`config.mk`:
```
export PLATFORM = sky130hd
export DESIGN_NAME = mem_port_arbiter
export DESIGN_NICKNAME = d
export VERILOG_FILES = /design/src/rtl/mem_port_arbiter.sv
export SDC_FILE = /design/constraint.sdc
export NUM_CORES = 1
export LEC_CHECK = 0
export ABC_CLOCK_PERIOD_IN_PS = 2450
export BUFFER_PORTS_ARGS = -buffer_cell sky130_fd_sc_hd__buf_2
export CAP_MARGIN = 10
export CORE_AREA = 3 3 40 42
export DETAILED_ROUTE_END_ITERATION = 16
export DIE_AREA = 0 0 43 45
export HOLD_SLACK_MARGIN = 0.03
export MAX_ROUTING_LAYER = met4
export PLACE_DENSITY = 0.74
export SYNTH_ARGS = -nofsm -noshare
export SYNTH_HDL_FRONTEND = slang
export SYNTH_SLANG_ARGS = --single-unit
```
`constraint.sdc`:
```
create_clock -name clk -period 2.45 [get_ports clk]
set_clock_uncertainty 0.1 [all_clocks]
set_input_delay 0.49 -clock clk [delete_from_list [all_inputs] [get_ports clk]]
set_output_delay 0.49 -clock clk [all_outputs]
set_load 0.01 [all_outputs]
```
`src/rtl/mem_port_arbiter.sv`:
```
// -----------------------------------------------------------------------------
// mem_port_arbiter
//
// Round-robin, non-preemptive arbiter sharing the unified memory port among
// four requesters (fetch, load/store, DMA, debug). A grant is issued from IDLE,
// held through ISSUE/WAIT and released on ack. Every output is registered, so
// the downstream 4:1 mux select never carries X.
//
// Optional feature: define MEM_ARB_TIMEOUT_EN to add a watchdog that forces a
// release (with a one-cycle timeout_err pulse) when a grant stays outstanding
// for TIMEOUT_CYCLES cycles without ack.
//
// Ports:
//   clk          in   1  rising-edge clock
//   rst_n        in   1  asynchronous active-low reset
//   req          in   4  level-sensitive request, bit i = requester i
//   ack          in   1  completion pulse from the shared resource
//   grant        out  4  one-hot grant, zero when idle
//   sel          out  2  index of the current or most recent grantee
//   start        out  1  strobe on the first cycle of a transaction
//   busy         out  1  high while a grant is outstanding
//   timeout_err  out  1  pulse on forced release (0 without the macro)
// -----------------------------------------------------------------------------
module mem_port_arbiter #(
    parameter int unsigned TIMEOUT_CYCLES = 255
) (
    input  logic       clk,
    input  logic       rst_n,
    input  logic [3:0] req,
    input  logic       ack,
    output logic [3:0] grant,
    output logic [1:0] sel,
    output logic       start,
    output logic       busy,
    output logic       timeout_err
);

    localparam logic [1:0] IDLE  = 2'd0;
    localparam logic [1:0] ISSUE = 2'd1;
    localparam logic [1:0] WAIT  = 2'd2;

    logic [1:0] state_r;
    logic [1:0] ptr_r;
    logic [3:0] grant_r;
    logic [1:0] sel_r;
    logic       start_r;
    logic       busy_r;
    logic       timeout_err_r;

    logic [1:0] win_s;
    logic [1:0] cand_s;
    logic       found_s;
    logic       timeout_hit_s;

    // Round-robin pick: scan ptr, ptr+1, ptr+2, ptr+3 (mod 4), first request wins.
    always_comb begin
        win_s   = ptr_r;
        cand_s  = ptr_r;
        found_s = 1'b0;
        for (int i = 0; i < 4; i++) begin
            cand_s = ptr_r + 2'(i);
            if (!found_s && req[cand_s]) begin
                win_s   = cand_s;
                found_s = 1'b1;
            end else begin
                found_s = found_s;
            end
        end
    end

`ifdef MEM_ARB_TIMEOUT_EN
    localparam int unsigned CNT_W = $clog2(TIMEOUT_CYCLES + 1);

    logic [CNT_W-1:0] cnt_r;

    // Watchdog fires when the outstanding grant has already aged TIMEOUT_CYCLES.
    always_comb begin
        if (state_r != IDLE) begin
            timeout_hit_s = (cnt_r == CNT_W'(TIMEOUT_CYCLES));
        end else begin
            timeout_hit_s = 1'b0;
        end
    end

    // Age counter: held at zero in IDLE so it starts cleared on entry to ISSUE.
    always_ff @(posedge clk or negedge rst_n) begin
        if (!rst_n) begin
            cnt_r <= '0;
        end else if (state_r == IDLE) begin
            cnt_r <= '0;
        end else if (!ack && !timeout_hit_s) begin
            cnt_r <= cnt_r + {{(CNT_W-1){1'b0}}, 1'b1};
        end else begin
            cnt_r <= cnt_r;
        end
    end
`else
    logic unused_timeout_s;

    // Without the watchdog a grant is only ever released by ack.
    always_comb begin
        timeout_hit_s    = 1'b0;
        unused_timeout_s = (TIMEOUT_CYCLES == 0);
    end
`endif

    // Main FSM and registered outputs; sel only moves when a new grant is issued.
    always_ff @(posedge clk or negedge rst_n) begin
        if (!rst_n) begin
            state_r       <= IDLE;
            ptr_r         <= 2'd0;
            grant_r       <= 4'b0000;
            sel_r         <= 2'd0;
            start_r       <= 1'b0;
            busy_r        <= 1'b0;
            timeout_err_r <= 1'b0;
        end else begin
            case (state_r)
                IDLE: begin
                    timeout_err_r <= 1'b0;
                    if (found_s) begin
                        state_r <= ISSUE;
                        grant_r <= 4'b0001 << win_s;
                        sel_r   <= win_s;
                        start_r <= 1'b1;
                        busy_r  <= 1'b1;
                    end else begin
                        grant_r <= 4'b0000;
                        start_r <= 1'b0;
                        busy_r  <= 1'b0;
                    end
                end
                ISSUE, WAIT: begin
                    start_r <= 1'b0;
                    if (ack || timeout_hit_s) begin
                        // ack has priority: a simultaneous timeout is not an error.
                        state_r       <= IDLE;
                        grant_r       <= 4'b0000;
                        busy_r        <= 1'b0;
                        ptr_r         <= sel_r + 2'd1;
                        timeout_err_r <= !ack;
                    end else begin
                        state_r       <= WAIT;
                        timeout_err_r <= 1'b0;
                    end
                end
                default: begin
                    state_r       <= IDLE;
                    grant_r       <= 4'b0000;
                    start_r       <= 1'b0;
                    busy_r        <= 1'b0;
                    timeout_err_r <= 1'b0;
                end
            endcase
        end
    end

    assign grant       = grant_r;
    assign sel         = sel_r;
    assign start       = start_r;
    assign busy        = busy_r;
    assign timeout_err = timeout_err_r;

endmodule

```
==> impl_results.md <==
- Clock Latency Late Sink: 270 ps
- GP Congestion: 0.838
- Top cell type's share of synthesized area: 46.2%
- Count leader, synth: dfrtp_1
- Synth area leaders: dfrtp_1 46%, nand2_1 5.2%, a2111oi_4 4.2%
- Unique masters post-synth: 34
- Placed wire-length estimate: 963 microns
- Slowest cell on the critical path: dfrtp_1
- Worst setup SP type: flip-flop
- Routed len/inst: 13.9 microns
- Clock power frac: 16.7%
- Fin crit share: 63.5%
- Area growth, synth to finish: 20.2%
- Period minus WS final: 1560 ps
- Reg2Reg Depth: 5
- Detailed Routing Iterations Pass 1: 3
- Design Power: 0.948 mW
- Crit Path Class: flip-flop to flip-flop
- Layout cells sized above 1: 35.8%
- Type of the worst min-delay path: input pin to flip-flop
- Max VDD drop: 0.653 mV
- Crit path cell chain: inv_1 -> ha_1 -> nor2b_1 -> buf_4 -> o31ai_1
- Worst EP required: 2520 ps
- Syn Inst Count: 63
- PortBufs: 14
- Mapped Area: 649 sq um
- Sw Ratio: 40.0%
- CTS clk-pin slew, worst paths: 80 ps
- CTS Buf Count: 3
- Post-synth top area cell: dfrtp_1
- Global-route wire length before repair: 2.29 mm
- H-tree depth: 1
- Final hold vios: 0
- Final antenna-violating net count: 0
- Gate power share: 44.9%
- Max-cap violations: 0
- Synth Warn #: 0
- Post-Route Utilization: 60.8%
- Sequential power share: 38.4%
- Max clock buf depth: 2
- WL final: 1.34 mm
- Die Ht: 45 microns
- R2r setup slk: 890 ps
- Hold endpoint: ptr_r[0]
- Crit path largest cell delay: 350 ps
- Pwr/cell area: 1210 nW/um^2
- Fraction of registers with async set/reset: 100%
- ANT cells: 0
- P_leak: 0.369 nW
- Syn Area/Cell: 10.3 sq um
- Fillcell total: 119
- Vias in the first global route: 561
- Clock Sinks: 12
- Internal power: 0.569 mW
- Crit path launch: state_r[0]
- Hold Startpoint: ack
- Max-slew violations: 0
- CP Max Fanout: 11
- Worst Path Arrival: 1620 ps
- Seq/Total Area, Yosys: 46.2%
- Top Ports: 16
- FF+latch count, synth: 12
- RSZ-0062 raised after global routing: no
- # rows: 13
- DIE AREA: 1940 sq um
- Total number of vias: 540
- Element type at the critical path end: flip-flop
- Remaining DRCs: 0
- Switch Pwr: 0.379 mW
- EDFF count, synth: 0
- RR Startpoint: state_r[0]
- Post-CTS repair timing setup buffer count: 0
- Syn Nets: 72
- Core footprint: 1280 sq um
- TritonCTS clock tree: yes
- Status: completed
- Root Driver: clkbuf_4
- Final setup fails: 0
- Largest net degree at the start of global routing: 13
- GRT Util Overall: 16.6%
- Starting density of the core: 50.5%
- Setup TNS: 0 ps
- Synth Flop Type: dfrtp_1
- Vias per Instance: 5.63
- Initial DRC count: 9
- Top post-synthesis cells by count: 12 x dfrtp_1, 9 x nand2_1, 3 x o21ai_0, 3 x o31ai_1
- Reg-to-reg endpoint: grant[3]
- Initial antenna violation count: 0
- Min-Delay Path Depth: 2
- Die W: 43 microns
- Total Nets Final: 91
- FMAX: 0.642 GHz
- Total grt overflow: 0
-- logic make-up (layout without fill, tap and decap cells) --
group | after synthesis | count (layout) | synth area share, %
buffers and inverters | 5 | 23 | 3.47
AO/OA/AOI/OAI | 19 | 19 | 23.3
AND/OR/NAND/NOR | 23 | 23 | 21.2
other | 1 | 1 | 0.577
flip-flops | 12 | 12 | 46.2
XOR/XNOR | 1 | 1 | 1.35
adder cells (fa/ha/maj) | 2 | 2 | 3.85
-- per-layer routing --
metal,routed length (microns),global-route usage [%],up-vias
li1,-,-,260
met4,21,7.83,0
met5,0,-,-
met2,669,29.3,14
met1,567,17.3,262
met3,78,4.38,4
-- sequential cells by signal, indices dropped and copies added, names as in the netlist --
name,count
ptr_r,2
start,1
sel,2
busy,1
state_r,2
grant,4
-- what timing repair did --
item,4_1_cts,5_1_grt
hold buffers,1,0
gates resized for setup,0,0
endpoints found under the hold margin,12,0
-- power groups by stage --
stage	combinational, mW	clock (mW)	sequential (mW)
after floorplan	0.260	0	0.388
after global placement	0.417	0	0.366
after detailed placement	0.424	0	0.367
after CTS	0.432	0.159	0.365
after global routing	0.475	0.170	0.376
final	0.426	0.158	0.364
-- worst max-delay path, delay by kind of cell (launching register included) --
kind | cells | cell delay, ps
adders and majority gates | 1 | 350
AOI/OAI and AO/OA | 1 | 270
DFF | 1 | 350
and+or+nand+nor | 1 | 150
buffers and inverters | 2 | 220
-- stage by stage --
| stage | setup WS, ps | hold slack, ps | area (sq um) | cells |
|---|---|---|---|---|
| detailed placement | 701 | 282 | 734 | 91 |
| CTS | 877 | 351 | 781 | 96 |
| finish | 893 | 349 | 781 | 96 |
| floorplan | 894 | 94.4 | 649 | 63 |
| global route | 809 | 368 | 781 | 96 |
| global placement | 743 | 278 | 734 | 91 |
-- final cells by class --
| class | instances | area, sq um | area share (%) |
|---|---|---|---|
| well taps | 15 | 18.8 | 2.40 |
| repair buffers | 16 | 87.6 | 11.2 |
| flip-flops and latches | 12 | 300 | 38.5 |
| inverters | 3 | 11.3 | 1.44 |
| clock buffers | 4 | 36.3 | 4.65 |
| multi-input cells | 46 | 327 | 41.8 |
-- placed cells by master (no fill, tap or decap) --
master         Yosys  final
o21ai_1            1      1
xnor2_1            1      1
nor4_1             1      1
a31oi_1            2      2
buf_2              0     14
nand2_1            9      9
and2b_1            1      1
o31ai_1            3      3
clkbuf_4           0      3
a21oi_1            2      2
dfrtp_1           12     12
and2b_2            1      1
inv_1              2      2
nor2_2             1      1
nand4_2            1      1
a21boi_0           1      1
inv_2              1      1
ha_1               2      2
or4_1              1      1
o21ai_0            3      3
clkbuf_8           0      1
o21bai_1           2      2
nor2_1             1      1
o21a_1             1      1
or2_1              1      1
a21boi_1           1      1
nand2_2            1      1
conb_1             1      1
nor2b_1            2      2
nor2b_2            1      1
dlygate4sd3_1      0      1
buf_4              1      1
a2111oi_4          1      1
o31ai_2            1      1
nor3_2             1      1
nand3b_1           1      1
a31o_2             1      1
-- how the worst max path moves through the flow --
| stage | endpoint | cells past startpoint |
|---|---|---|
| after floorplan | grant[1] | 5 |
| after global placement | grant[0] | 5 |
| after detailed placement | grant[3] | 5 |
| after CTS | grant[3] | 5 |
| after global routing | grant[3] | 5 |
| final | grant[3] | 5 |
Power figures use the tool's default switching activity.
